--- config.mk ---
export PLATFORM = sky130hd
export DESIGN_NAME = niveles_carga_filtrado
export DESIGN_NICKNAME = d
export VERILOG_FILES = /design/src/rtl/niveles_carga_pkg.sv /design/src/rtl/ventana_promedio.sv /design/src/rtl/niveles_carga_filtrado.sv
export SDC_FILE = /design/constraint.sdc
export NUM_CORES = 1
export LEC_CHECK = 0
export ABC_AREA = 1
export BUFFER_PORTS_ARGS = -buffer_cell sky130_fd_sc_hd__buf_4
export CAP_MARGIN = 40
export CORE_MARGIN = 2
export CORE_UTILIZATION = 30
export CTS_CLUSTER_SIZE = 16
export DETAILED_ROUTE_END_ITERATION = 7
export PLACE_DENSITY_LB_ADDON = 0.1
export REMOVE_ABC_BUFFERS = 1
export SYNTH_ARGS = -nofsm -noshare
export SYNTH_HDL_FRONTEND = slang
export SYNTH_SLANG_ARGS = --single-unit
--- constraint.sdc ---
create_clock -name clk -period 6.9 [get_ports clk]
set_input_delay 0.69 -clock clk [delete_from_list [all_inputs] [get_ports clk]]
set_output_delay 0.69 -clock clk [all_outputs]
set_load 0.1 [all_outputs]
--- src/rtl/niveles_carga_pkg.sv ---
// Shared types and constant helpers for the filtered battery charge-level classifier.
package niveles_carga_pkg;

    typedef enum logic [1:0] {
        CRITICO   = 2'd0,
        REGULAR   = 2'd1,
        ACEPTABLE = 2'd2,
        OPTIMO    = 2'd3
    } nivel_e;

    function automatic int unsigned clog2(input int unsigned n);
        int unsigned r;
        r = 0;
        for (int i = 0; i < 32; i++) begin
            if ((64'd1 << i) < 64'(n)) begin
                r = 32'(i + 1);
            end
        end
        return r;
    endfunction

    // Level boundary k of a full-scale value, integer division.
    function automatic int unsigned umbral(input int unsigned k, input int unsigned max_v);
        return (k * max_v) / 4;
    endfunction

    function automatic int unsigned resta_sat(input int unsigned a, input int unsigned b);
        return (a > b) ? (a - b) : 0;
    endfunction

    // Bit 0 = critico ... bit 3 = optimo.
    function automatic logic [3:0] un_caliente(input nivel_e n);
        return 4'b0001 << n;
    endfunction

endpackage

--- src/rtl/ventana_promedio.sv ---
// Sums the packed battery readings per strobe and keeps a moving-average window.
module ventana_promedio
    import niveles_carga_pkg::*;
#(
    parameter  int unsigned NUM_BAT  = 2,
    parameter  int unsigned WIDTH    = 4,
    parameter  int unsigned LOG_VENT = 2,
    localparam int unsigned SUM_W    = WIDTH + clog2(NUM_BAT)
) (
    input  logic                     clk,
    input  logic                     rst_n,
    input  logic [NUM_BAT*WIDTH-1:0] carga_i,
    input  logic                     muestra_i,
    output logic [SUM_W-1:0]         promedio_o,
    output logic                     lleno_o,
    output logic                     valido_o
);

    localparam int unsigned VENT  = 32'd1 << LOG_VENT;
    localparam int unsigned ACC_W = SUM_W + LOG_VENT;
    localparam int unsigned CNT_W = LOG_VENT + 1;

    logic [SUM_W-1:0] suma_c;
    logic [SUM_W-1:0] ventana_q [VENT];
    logic [ACC_W-1:0] acc_q;
    logic [ACC_W-1:0] acc_d;
    logic [CNT_W-1:0] llenado_q;
    logic [CNT_W-1:0] llenado_d;
    logic [SUM_W-1:0] promedio_q;
    logic             lleno_q;
    logic             valido_q;

    always_comb begin : sumador
        suma_c = '0;
        for (int unsigned i = 0; i < NUM_BAT; i++) begin
            suma_c = suma_c + SUM_W'(carga_i[i*WIDTH +: WIDTH]);
        end
    end

    assign acc_d     = acc_q + ACC_W'(suma_c) - ACC_W'(ventana_q[VENT-1]);
    assign llenado_d = (llenado_q == CNT_W'(VENT)) ? llenado_q : llenado_q + CNT_W'(1);

    always_ff @(posedge clk or negedge rst_n) begin : etapa1
        if (!rst_n) begin
            for (int unsigned i = 0; i < VENT; i++) begin
                ventana_q[i] <= '0;
            end
            acc_q      <= '0;
            llenado_q  <= '0;
            promedio_q <= '0;
            lleno_q    <= 1'b0;
            valido_q   <= 1'b0;
        end else begin
            valido_q <= muestra_i;
            if (muestra_i) begin
                ventana_q[0] <= suma_c;
                for (int unsigned i = VENT - 1; i > 0; i--) begin
                    ventana_q[i] <= ventana_q[i-1];
                end
                acc_q      <= acc_d;
                promedio_q <= SUM_W'(acc_d >> LOG_VENT);
                llenado_q  <= llenado_d;
                lleno_q    <= (llenado_d == CNT_W'(VENT));
            end
        end
    end

    assign promedio_o = promedio_q;
    assign lleno_o    = lleno_q;
    assign valido_o   = valido_q;

endmodule

--- src/rtl/niveles_carga_filtrado.sv ---
// Classifies the windowed total charge into four levels with hysteresis and N-sample confirmation.
module niveles_carga_filtrado
    import niveles_carga_pkg::*;
#(
    parameter  int unsigned NUM_BAT  = 2,
    parameter  int unsigned WIDTH    = 4,
    parameter  int unsigned LOG_VENT = 2,
    parameter  int unsigned HIST     = 1,
    parameter  int unsigned CONFIRM  = 2,
    localparam int unsigned SUM_W    = WIDTH + clog2(NUM_BAT)
) (
    input  logic                     clk,
    input  logic                     rst_n,
    input  logic [NUM_BAT*WIDTH-1:0] carga_baterias,
    input  logic                     muestra_valida,
    output logic [SUM_W-1:0]         promedio,
    output logic                     nivel_valido,
    output logic                     optimo,
    output logic                     aceptable,
    output logic                     regular,
    output logic                     critico,
    output logic                     alarma_critico
);

    localparam int unsigned MAX   = NUM_BAT * ((32'd1 << WIDTH) - 1);
    localparam int unsigned T1    = umbral(1, MAX);
    localparam int unsigned T2    = umbral(2, MAX);
    localparam int unsigned T3    = umbral(3, MAX);
    localparam int unsigned SUB1  = T1 + HIST;
    localparam int unsigned SUB2  = T2 + HIST;
    localparam int unsigned SUB3  = T3 + HIST;
    localparam int unsigned BAJ1  = resta_sat(T1, HIST);
    localparam int unsigned BAJ2  = resta_sat(T2, HIST);
    localparam int unsigned BAJ3  = resta_sat(T3, HIST);
    localparam int unsigned CNT_W = clog2(CONFIRM + 1);

    logic [SUM_W-1:0] promedio_w;
    logic             lleno_w;
    logic             valido_w;

    ventana_promedio #(
        .NUM_BAT  (NUM_BAT),
        .WIDTH    (WIDTH),
        .LOG_VENT (LOG_VENT)
    ) u_ventana (
        .clk        (clk),
        .rst_n      (rst_n),
        .carga_i    (carga_baterias),
        .muestra_i  (muestra_valida),
        .promedio_o (promedio_w),
        .lleno_o    (lleno_w),
        .valido_o   (valido_w)
    );

    nivel_e           estado_q;
    logic             cargado_q;
    logic             dir_q;
    logic [CNT_W-1:0] cuenta_q;
    logic [3:0]       niveles_q;
    logic             alarma_q;

    logic [31:0]      p_c;
    nivel_e           crudo_c;
    nivel_e           destino_c;
    logic             sube_c;
    logic             baja_c;
    logic [CNT_W-1:0] cuenta_sig_c;

    assign p_c = 32'(promedio_w);

    // Raw level, up/down requests for the current state and the candidate confirm count.
    always_comb begin : clasifica
        crudo_c      = CRITICO;
        sube_c       = 1'b0;
        baja_c       = 1'b0;
        if (p_c >= T3) begin
            crudo_c = OPTIMO;
        end else if (p_c >= T2) begin
            crudo_c = ACEPTABLE;
        end else if (p_c >= T1) begin
            crudo_c = REGULAR;
        end
        case (estado_q)
            CRITICO: begin
                sube_c = (p_c >= SUB1);
            end
            REGULAR: begin
                sube_c = (p_c >= SUB2);
                baja_c = (p_c < BAJ1);
            end
            ACEPTABLE: begin
                sube_c = (p_c >= SUB3);
                baja_c = (p_c < BAJ2);
            end
            OPTIMO: begin
                baja_c = (p_c < BAJ3);
            end
            default: ;
        endcase
        destino_c    = sube_c ? nivel_e'(estado_q + 2'd1) : nivel_e'(estado_q - 2'd1);
        cuenta_sig_c = ((cuenta_q != '0) && (dir_q == sube_c)) ? cuenta_q + CNT_W'(1)
                                                                : CNT_W'(1);
    end

    // Stage 2: evaluates only on the cycle after an accepted sample.
    always_ff @(posedge clk or negedge rst_n) begin : fsm_nivel
        if (!rst_n) begin
            estado_q  <= CRITICO;
            cargado_q <= 1'b0;
            dir_q     <= 1'b0;
            cuenta_q  <= '0;
            niveles_q <= '0;
            alarma_q  <= 1'b0;
        end else begin
            alarma_q <= 1'b0;
            if (valido_w && lleno_w) begin
                if (!cargado_q) begin
                    cargado_q <= 1'b1;
                    estado_q  <= crudo_c;
                    cuenta_q  <= '0;
                    niveles_q <= un_caliente(crudo_c);
                    alarma_q  <= (crudo_c == CRITICO);
                end else if (sube_c || baja_c) begin
                    dir_q <= sube_c;
                    if (cuenta_sig_c >= CNT_W'(CONFIRM)) begin
                        estado_q  <= destino_c;
                        cuenta_q  <= '0;
                        niveles_q <= un_caliente(destino_c);
                        alarma_q  <= (destino_c == CRITICO);
                    end else begin
                        cuenta_q <= cuenta_sig_c;
                    end
                end else begin
                    cuenta_q <= '0;
                end
            end
        end
    end

    assign promedio       = promedio_w;
    assign nivel_valido   = cargado_q;
    assign critico        = niveles_q[0];
    assign regular        = niveles_q[1];
    assign aceptable      = niveles_q[2];
    assign optimo         = niveles_q[3];
    assign alarma_critico = alarma_q;

endmodule

==> run metrics, run 1 <==
Syn Inst Count=312; largest net degree at the start of global routing=44; Avg Synthesized Cell Area=8.35 µm²; met2 GRT Util=0.187; worst hold path type=in2async; drt pass-1 iters=4; critical path cell sequence=buf_4, ha_1, fa_1, xor2_1, fa_1, ha_1, a21o_1, o21ai_0, inv_1, o21ai_0, nand2_1, or2_2, nand3_1, o21ai_0; synth-to-layout area growth=13.9%; commonest non-fill, non-tap cell in the layout=nand2_1; final hold violations=0; I/O pins=22; Most common cell on crit path=o21ai_0; xor/xnor cell area share of the yosys netlist=0.0134; Clock Pin Slew Worst Setup and Hold Paths=90 ps; Worst R2R End=u_ventana.promedio_o[3]; max incr delay on CP=roughly 460 ps; WP data required=7080 ps; # rows=33; global routing's busiest layer=met2; Post-Route WL=approximately 5 mm; Crit path max-delay family=adder cells; vias=1941; CTS buffer count=5; Worst Setup SP=carga_baterias[0]; Fin Setup TNS=0 ps; post-synthesis mux area share=0; post-cts resize count=0; drt wl/cell=11.5 µm; Clock Path Buffers=2; most frequent cells in the layout=89 x nand2_1, 43 x dfrtp_1, 40 x inv_1; Buffers & Inverters on Critical Path=2; worst hold slack=376 ps; GP Congestion=~0.72; Slew Viols, Final=0; Final HPWL DP=3.66 mm; gr ovfl total=0; Post-Syn Area=0.00260 mm²; post-CTS setup buffers=0; CP max stage cell=fa_1; clk_skew=around 5.4 ps; Yosys warnings=0; Peak VDD IR=0.131 mV; global-route usage over all layers=0.114; Rel. slew slack=0.513; TritonCTS clock tree=done; CTS root buf=clkbuf_8; crit path to=u_ventana.promedio_o[3]; Initial Util=0.314; Pleak=1.54 nW; r2r startpoint=u_ventana.promedio_o[0]; Compound-Gate Fraction of Synth Area=0.0965; R2R setup slack=4420 ps; top achievable clock speed=302 MHz; first-pass GRT wire length=8.75 mm; CTS H-tree lvls=2; initial antenna violation count=0; Port Buffer Count=21; core area=0.00830 mm²; antenna-violating nets left=0; Tightest Pin Transition=725 ps; unrepaired setup endpoints after global routing=false; met1 Use GR=0.153; Clock Latency Late Sink=290 ps; WP data arrival=3490 ps; Nets=370; synthesized flop and latch total=43; status=completed; Startpoint Class=primary input; FFs w/ async S/R, synth=1.00; endpoints failing setup=0; antenna cell count=0; layout cell share with drive strength beyond 1=0.121; die area=0.00944 mm²; min Tclk post-route=3310 ps; Synth Area in Simple Gates=0.232; Critical Path Stages=14; Post-synth EDFFs=0; die height=a little under 100 µm; chip width=97.2 µm; Power Density=491 mW/mm²; CP Class=in2reg; Critical Path End Type=register; top_reg_cell synth=dfrtp_1; vias per cell=about 4.5; DR iter-0 viols=78; Reg2Reg Depth=10; Synth Area in Adders=0.161; hold buffers post-CTS=0; CP max FO=5; vias in the first global route=around 1900; Seq/Total Area, Yosys=0.413; distinct cell type count after synthesis=32; number of max-cap violations=0; Fill cells=between 800 and 900; Sink Count=43; DRC viols=0; main combinational cell family by area after synthesis=simple AND/OR/NAND/NOR gates; Final period util=0.480; met3 GRT Util=0.0245
## synth_stat cells (all sizes together) (2+ instances only)
master | count | area (µm²)
nand2 | 95 | 387
dfrtp | 43 | 1080
inv | 40 | 150
o21ai | 30 | 150
ha | 24 | 300
nand3 | 22 | 123
nor2 | 13 | 53.8
a21oi | 7 | 38.8
clkbuf | 6 | 22.5
fa | 6 | 120
buf | 5 | 37.5
nor3 | 3 | 15.0
xor2 | 3 | 26.3
clkinv | 2 | 7.51
o31ai | 2 | 15.0
or2 | 2 | 12.5
## through the flow
step / instance area [µm²] / total power, mW / setup WS (ps) / std cells / util
finish: 2970 / 1.46 / 3590 / 435 / 0.357
global route: 2970 / 1.60 / 3440 / 435 / 0.357
CTS: 2970 / 1.48 / 3610 / 435 / 0.357
detailed placement: 2830 / 1.24 / 3290 / 427 / 0.341
global placement: 2830 / 1.24 / 3300 / 427 / 0.341
floorplan: 2540 / 1.06 / 3570 / 301 / -
## power by group
part | internal, mW | switching (mW)
logic | 0.265 | 0.557
clock network | 0.145 | 0.0893
registers | 0.325 | 0.0759
## area by class of cell
cell class                      count  area (µm²)  share of cell area
Multi-Input combinational cell    216        1310               0.442
Inverter                           42         158              0.0531
Clock inverter                      2        60.1              0.0202
Timing Repair Buffer               21         158              0.0531
Tap cell                          105         131              0.0443
Sequential cell                    43        1080               0.363
Clock buffer                        6        72.6              0.0245
## logic make-up after synthesis
kind of cell	count (synthesis)
adder cells (fa/ha/maj)	30
AND/OR/NAND/NOR	137
AO/OA/AOI/OAI	45
buffers and inverters	53
flip-flops	43
XOR/XNOR	4
## worst min path at each step
stage                             from                 endpoint  slack [ps]  cells after the start
2_1_floorplan                    rst_n           alarma_critico         390                      0
3_3_place_gp   u_ventana.ventana_q[14]  u_ventana.ventana_q[14]         460                      2
3_5_place_dp   u_ventana.ventana_q[14]  u_ventana.ventana_q[14]         460                      2
4_1_cts                          rst_n       u_ventana.acc_q[0]         410                      1
5_1_grt                          rst_n  u_ventana.ventana_q[12]         430                      1
6_report                         rst_n  u_ventana.ventana_q[15]         380                      1
## state kept, by name (all words and copies together) (netlist names), 2 cells and up
signal                cells
u_ventana.llenado_q       3
cuenta_q                  2
u_ventana.acc_q           2
u_ventana.promedio_o      5
niveles_q                 4
estado_q                  2
u_ventana.ventana_q      20
## worst register-to-register path, stage by stage, from the launching register on
cell     delay, ps
dfrtp_1        480
fa_1           510
ha_1           360
a21o_1         180
o21ai_0        130
inv_1           70
o21ai_0        150
nand2_1         80
or2_2          270
nand3_1         60
o21ai_0         70
## metal layers
layer | part of all wire | wire length [µm] | up-vias
li1 | - | - | 1023
met2 | 0.46 | 2320 | 16
met3 | 0.026 | 128 | 2
met1 | 0.50 | 2520 | 900
met4 | 0.0076 | 38 | 0
met5 | 0 | 0 | -
(Power assumes the default switching activity.)
==> inputs of run 2 (changes only) <==
--- a/config.mk
+++ b/config.mk
@@ -5,7 +5,7 @@
 export SDC_FILE = /design/constraint.sdc
 export NUM_CORES = 1
 export LEC_CHECK = 0
-export ABC_AREA = 1
+export ABC_AREA = 0
 export BUFFER_PORTS_ARGS = -buffer_cell sky130_fd_sc_hd__buf_4
 export CAP_MARGIN = 40
 export CORE_MARGIN = 2
==> constraint.sdc (replaced) <==
create_clock -name clk -period 2.7 [get_ports clk]
set_input_delay 0.27 -clock clk [delete_from_list [all_inputs] [get_ports clk]]
set_output_delay 0.27 -clock clk [all_outputs]
set_load 0.1 [all_outputs]
==> run 2 against run 1 <==
Against the previous run:
- clock skew is 2.3 ps higher
- critical path depth shrank 2
- setup slack got worse by 3500 ps
- global-route usage down 0.63 points
- clock-buffer cell count stayed put
- sequential share of layout area decreased by 2.3 points
- first-iteration DRC count fell by 35%
- wire length is 3.5% lower
- critical path type unchanged
- highest routed layer unchanged
==> run metrics, run 2 <==
# rows=34 (was 33); WP data arrival=2850 ps (was 3490 ps); CP max FO=3 (was 5); Final Worst Setup Slack=82.5 ps (was 3590 ps); Post-synth EDFFs=0 (unchanged); CP Class=in2reg (unchanged); die area=0.00971 mm² (was 0.00944 mm²); die height=98.6 µm (was 97.2 µm); number of max-cap violations=0 (unchanged); Reg2Reg Depth=9 (was 10); worst hold path cell count=3; core area=0.00868 mm² (was 0.00830 mm²); global-route usage over all layers=0.108 (was 0.114); vias per cell=4.68 (was 4.46); CTS root buf=clkbuf_8 (unchanged); post-synthesis mux area share=0.116 (was 0); Seq/Total Area, Yosys=0.401 (was 0.413); largest net degree at the start of global routing=44 (unchanged); status=completed (unchanged); first-pass GRT wire length=8.48 mm (was 8.75 mm); leading area contributor after synthesis=dfrtp_1 (unchanged); Synth area leaders=dfrtp_1 40%, ha_1 11%, mux2_2 8.8%, fa_1 4.5%, inv_1 3.5% (was dfrtp_1 41%, nand2_1 13%, ha_1 12%, inv_1 5.8%, o21ai_0 5.4%); Post-Syn Area=0.00268 mm² (was 0.00260 mm²); synth-to-layout area growth=18.1% (was 13.9%); Startpoint Class=primary input (unchanged); Port Buffer Count=21 (unchanged); drt pass-1 iters=4 (unchanged); Synth Area in Adders=0.157 (was 0.161); Syn Inst Count=237 (was 312); Initial Util=0.309 (was 0.314); Critical Path End Type=register (unchanged); vias=1754 (was 1941); DR iter-0 viols=51 (was 78); antenna-violating nets left=0 (unchanged); xor/xnor cell area share of the yosys netlist=0.0289 (was 0.0134); Top reg by flops=u_ventana.ventana_q (unchanged); I/O pins=22 (unchanged); endpoints failing setup=0 (unchanged); vias in the first global route=1779 (was 1873); Clock Pin Slew Worst Setup and Hold Paths=90 ps (about the same); min Tclk post-route=~2600 ps; Final HPWL DP=3.43 mm (was 3.66 mm); final hold violations=0 (unchanged); Slew Viols, Final=0 (unchanged); unrepaired setup endpoints after global routing=true (was false); clk_skew=7.71 ps (was 5.37 ps); drt wl/cell=12.9 µm (was 11.5 µm); most frequent cells in the layout=43 x dfrtp_1, 31 x buf_4, 25 x inv_1 (was 89 x nand2_1, 43 x dfrtp_1, 40 x inv_1); gr ovfl total=0 (unchanged); most common cell in the netlist=dfrtp_1 (was nand2_1); Clock Latency Late Sink=300 ps (was 290 ps); top_reg_cell synth=dfrtp_1 (unchanged); Post-Route WL=4.83 mm (was 5.00 mm); Tightest Pin Transition=577 ps (was 725 ps); max FFs per register=20 (unchanged); Commonest cells post-synth=43 x dfrtp_1, 25 x inv_1, 24 x ha_1, 21 x mux2_2 (was 89 x nand2_1, 43 x dfrtp_1, 40 x inv_1, 28 x o21ai_0, 24 x ha_1); commonest non-fill, non-tap cell in the layout=dfrtp_1 (was nand2_1); Nets=307 (was 370); Synth Area in Simple Gates=0.0826 (was 0.232); FFs w/ async S/R, synth=1.00 (unchanged); layout cell share with drive strength beyond 1=0.337 (was 0.121); distinct cell type count after synthesis=49 (was 32); WP data required=2930 ps (was 7080 ps); Rel. slew slack=0.615 (was 0.513); initial antenna violation count=0 (unchanged); CTS H-tree lvls=2 (unchanged); CTS buffer count=5 (unchanged); worst hold path type=in2reg (was in2async); top cell type's share of synthesized area=0.401 (was 0.413); Final period util=0.969; Clock Path Buffers=2 (unchanged); antenna cell count=0 (unchanged); main combinational cell family by area after synthesis=adder cells (was simple AND/OR/NAND/NOR gates); GP Congestion=0.731 (was 0.720); chip width=98.6 µm (was 97.2 µm); Fin Setup TNS=0 ps (unchanged); TritonCTS clock tree=done (unchanged); Setup WS pre-CTS=-490 ps (was 3290 ps); Yosys warnings=0 (unchanged); Compound-Gate Fraction of Synth Area=0.149 (was 0.0965); DRC viols=0 (unchanged); synthesized flop and latch total=43 (unchanged); Sink Count=43 (unchanged); top achievable clock speed=between 300 and 400 MHz; Avg Synthesized Cell Area=11.3 µm² (was 8.35 µm²)
## run 2: cell types whose count changed after synthesis, moves of 4 or more
cell	delta
mux2_2	+21
inv_1	-15
xnor2_1	+4
nand2_1	-78
o21ai_0	-18
a21oi_1	+4
nand3_1	-19
## run 2: through the flow
| stage | hold WS, ps | std cells | utilization | cell area [µm²] |
|---|---|---|---|---|
| global placement | 326 | 364 | 0.342 | 2970 |
| CTS | 327 | 374 | 0.356 | 3090 |
| global route | 313 | 375 | 0.365 | 3170 |
| floorplan | -25.6 | 225 | - | 2600 |
| finish | 320 | 375 | 0.365 | 3170 |
| detailed placement | 322 | 364 | 0.342 | 2970 |
## run 2: metal layers
metal,track usage,routed length [µm],part of all wire
met1,0.135,2330,0.48
met2,0.181,2310,0.48
met4,0.0253,28,0.0058
met5,0,0,0
met3,0.0340,162,0.034
## run 2: area by class of cell
| type | instances | area, µm² |
|---|---|---|
| fill | 891 | 5510 |
| multi-input combinational | 157 | 1510 |
| sequential | 43 | 1080 |
| timing repair buffer | 34 | 265 |
| tap | 108 | 135 |
| inverter | 25 | 93.8 |
| clock buffer | 6 | 72.6 |
| clock inverter | 2 | 12.5 |
## run 2: worst max-delay path, cell delays in order
cell      delay, ps
buf_6           100
ha_4            150
fa_2            360
a21o_1          200
a21oi_2         190
fa_1            410
inv_1           100
ha_4            210
a21boi_2        150
o21a_1          200
or3_1           340
a31oi_1         160
## run 2: cells by family after synthesis
| logic type | count (synthesis) |
|---|---|
| mux | 27 |
| flops | 43 |
| fa+ha+maj | 30 |
| compound gates | 51 |
| buf+inv | 37 |
| xor+xnor | 8 |
| simple gates | 41 |
## run 2: what timing repair did
| action | 4_1_cts | 5_1_grt |
|---|---|---|
| endpoints found under the setup margin | 2 | 2 |
| endpoints found under the hold margin | 35 | 0 |
| hold buffers | 1 | 0 |
| buffers inserted | 1 | 1 |
| pin swaps | 2 | 14 |
| cloned | 0 | 0 |
| gates resized for setup | 6 | 12 |
## run 2: path summary, 6_finish.rpt
kind / startpoint / to / slack, ps
worst max-delay path: carga_baterias[4] / u_ventana.promedio_o[4] / 80
worst min-delay path: carga_baterias[0] / u_ventana.ventana_q[15] / 320
worst max register to register: u_ventana.acc_q[1] / u_ventana.promedio_o[4] / 370
worst min register to register: u_ventana.ventana_q[7] / u_ventana.ventana_q[2] / 490
max in group asynchronous: rst_n / niveles_q[3] / 1800
min in group asynchronous: rst_n / u_ventana.llenado_q[0] / 490
Power of run 2 is left out: the tool's default activity adds up to more than one toggle a clock period on the data nets, which glitch-free logic cannot reach.
==> inputs of run 3 (changes only) <==
--- a/config.mk
+++ b/config.mk
@@ -12,8 +12,9 @@
 export CORE_UTILIZATION = 30
 export CTS_CLUSTER_SIZE = 16
 export DETAILED_ROUTE_END_ITERATION = 7
-export PLACE_DENSITY_LB_ADDON = 0.1
+export PLACE_DENSITY = 0.45
 export REMOVE_ABC_BUFFERS = 1
 export SYNTH_ARGS = -nofsm -noshare
 export SYNTH_HDL_FRONTEND = slang
+export SYNTH_HIERARCHICAL = 1
 export SYNTH_SLANG_ARGS = --single-unit
==> run 3 against run 2 <==
Against the previous run:
- synthesized cell count grew 5.1%
- setup slack improved by 86 ps
- cell count rose by 2.1%
- critical endpoint is now u_ventana/acc_q[6]
- worst hold slack better by 6.2 ps
- first-iteration DRC count grew 5.9%
- critical path type unchanged
==> run metrics, run 3 <==
status=completed (unchanged); CTS buffer count=5 (unchanged); Port Buffer Count=21 (unchanged); Buffers & Inverters on Critical Path=4 (was 2); Top reg by flops=u_ventana/ventana_q (was u_ventana.ventana_q); top_reg_cell synth=dfrtp_1 (unchanged); vias per cell=4.73 (was 4.68); max FFs per register=20 (unchanged); die area=0.00963 mm² (was 0.00971 mm²); WP data arrival=2700 ps (was 2850 ps); Final Worst Setup Slack=169 ps (was 82.5 ps); clk_skew=9.29 ps (was 7.71 ps); Rel. slew slack=0.628 (was 0.615); leading area contributor after synthesis=dfrtp_1 (unchanged); GP Congestion=0.754 (was 0.731); CTS root buf=clkbuf_8 (unchanged); distinct cell type count after synthesis=54 (was 49); core area=0.00868 mm² (unchanged); endpoints failing setup=0 (unchanged); first-pass GRT wire length=9.00 mm (was 8.48 mm); Post-Syn Area=0.00266 mm² (was 0.00268 mm²); Sink Count=43 (unchanged); Nets=311 (was 307); R2R setup slack=240 ps (was 370 ps); top cell type's share of synthesized area=0.405 (was 0.401); TritonCTS clock tree=done (unchanged); I/O pins=22 (unchanged); DR iter-0 viols=54 (was 51); final hold violations=0 (unchanged); Yosys warnings=6 (was 0); Syn Inst Count=249 (was 237); commonest non-fill, non-tap cell in the layout=dfrtp_1 (unchanged); antenna-violating nets left=0 (unchanged); number of max-cap violations=0 (unchanged); max incr delay on CP=500 ps (was 410 ps); Tightest Pin Transition=558 ps (was 577 ps); Final period util=0.937 (was 0.969); drt wl/cell=13.0 µm (was 12.9 µm); Post-Route WL=4.97 mm (was 4.83 mm); critical path cell sequence=buf_4, ha_1, inv_1, fa_1, inv_1, fa_1, inv_1, fa_2, nand2b_4, a21oi_4, mux2i_1, a211oi_2 (was buf_6, ha_4, fa_2, a21o_1, a21oi_2, fa_1, inv_1, ha_4, a21boi_2, o21a_1, or3_1, a31oi_1); Crit path max-delay family=adder cells (unchanged); chip width=98.1 µm (was 98.6 µm); worst hold path type=in2reg (unchanged); layout cell share with drive strength beyond 1=0.255 (was 0.337); gr ovfl total=0 (unchanged); Clock Pin Slew Worst Setup and Hold Paths=80 ps (was 90 ps); vias=1810 (was 1754); Most common cell on crit path=inv_1 (was ha_4); Clock Path Buffers=2 (unchanged); most frequent cells in the layout=43 x dfrtp_1, 30 x buf_4, 23 x inv_1 (was 43 x dfrtp_1, 31 x buf_4, 25 x inv_1); # rows=34 (unchanged); synthesized flop and latch total=43 (unchanged); vias in the first global route=1986 (was 1779); drt pass-1 iters=4 (unchanged); largest net degree at the start of global routing=44 (unchanged); top achievable clock speed=395 MHz (was 382 MHz); Final HPWL DP=3.65 mm (was 3.43 mm); Slew Viols, Final=0 (unchanged); CP max stage cell=fa_1 (unchanged); die height=98.1 µm (was 98.6 µm); synth-to-layout area growth=14.4% (was 18.1%); Initial Util=0.306 (was 0.309); Setup WS pre-CTS=-243 ps (was -490 ps); global-route usage over all layers=0.115 (was 0.108); Startpoint Class=primary input (unchanged); Clock Latency Late Sink=300 ps (about the same); CP Class=in2reg (unchanged); Fill cells=897 (was 891); CP max FO=4 (was 3); biggest regs=u_ventana/ventana_q x20, u_ventana/acc_q x7, niveles_q x4; antenna cell count=0 (unchanged); Seq/Total Area, Yosys=0.405 (was 0.401); Critical Path End Type=register (unchanged); Synth area leaders=dfrtp_1 40%, ha_1 9.4%, mux2_2 7.2%, fa_1 4.5%, inv_1 3.2% (was dfrtp_1 40%, ha_1 11%, mux2_2 8.8%, fa_1 4.5%, inv_1 3.5%); Post-synth EDFFs=0 (unchanged); Avg Synthesized Cell Area=10.7 µm² (was 11.3 µm²); min Tclk post-route=2530 ps (was 2620 ps); CTS H-tree lvls=2 (unchanged); DRC viols=0 (unchanged); FFs w/ async S/R, synth=1.00 (unchanged); Commonest cells post-synth=43 x dfrtp_1, 23 x inv_1, 20 x ha_1, 19 x nand2_1, 17 x mux2_2 (was 43 x dfrtp_1, 25 x inv_1, 24 x ha_1, 21 x mux2_2); worst hold slack=326 ps (was 320 ps); most common cell in the netlist=dfrtp_1 (unchanged); initial antenna violation count=0 (unchanged); unrepaired setup endpoints after global routing=false (was true); WP data required=2870 ps (was 2930 ps)
[run 3: changes by cell type after synthesis, sizes merged, moves of 3 or more]
cell,previous run,this run
buf,8,11
and3,0,3
a31o,3,0
nand2,12,19
o21ai,13,16
ha,24,20
a211o,0,3
[run 3: timing repair]
action                     CTS  global route
setup endpoints to repair    0             1
gates resized for setup      0             2
hold buffers                 1             0
hold endpoints to repair    43             0
setup buffers                0             0
[run 3: path summary, 6_finish.rpt]
check | startpoint | end | cells past startpoint
max | carga_baterias[0] | u_ventana/acc_q[6] | 12
min | muestra_valida | u_ventana/valido_o | 1
max reg2reg | estado_q[0] | niveles_q[3] | 7
min reg2reg | u_ventana/valido_o | cuenta_q[1] | 1
max in group asynchronous | rst_n | u_ventana/ventana_q[9] | 2
min in group asynchronous | rst_n | niveles_q[1] | 2
[run 3: final cells by class]
type | count | area, µm² | area share
clock inverters | 2 | 12.5 | 0.00411
inverters | 23 | 86.3 | 0.0284
well taps | 108 | 135 | 0.0444
repair buffers | 31 | 235 | 0.0773
clock buffers | 6 | 72.6 | 0.0238
flip-flops and latches | 43 | 1080 | 0.354
multi-input cells | 170 | 1430 | 0.468
[run 3: kinds of logic after synthesis]
logic type | Yosys count | share of synthesized area
compound gates | 57 | 0.152
xor+xnor | 6 | 0.0198
fa+ha+maj | 26 | 0.139
buf+inv | 36 | 0.0631
flops | 43 | 0.405
mux | 24 | 0.106
simple gates | 57 | 0.115
[run 3: routing by layer]
layer / track usage / routed length [µm]
met4: 0.0348 / 53
met3: 0.0251 / 152
met5: 0 / 0
met2: 0.197 / 2350
met1: 0.145 / 2420
[run 3: per-stage QoR]
stage	cells	setup TNS, ps	cell area, µm²	util
floorplan	236	-36.7	2580	-
global placement	374	-470	2940	0.339
detailed placement	374	-569	2940	0.339
CTS	383	0	3030	0.349
global route	383	0	3040	0.351
finish	383	0	3040	0.351
Power of run 3 is left out for the same reason.
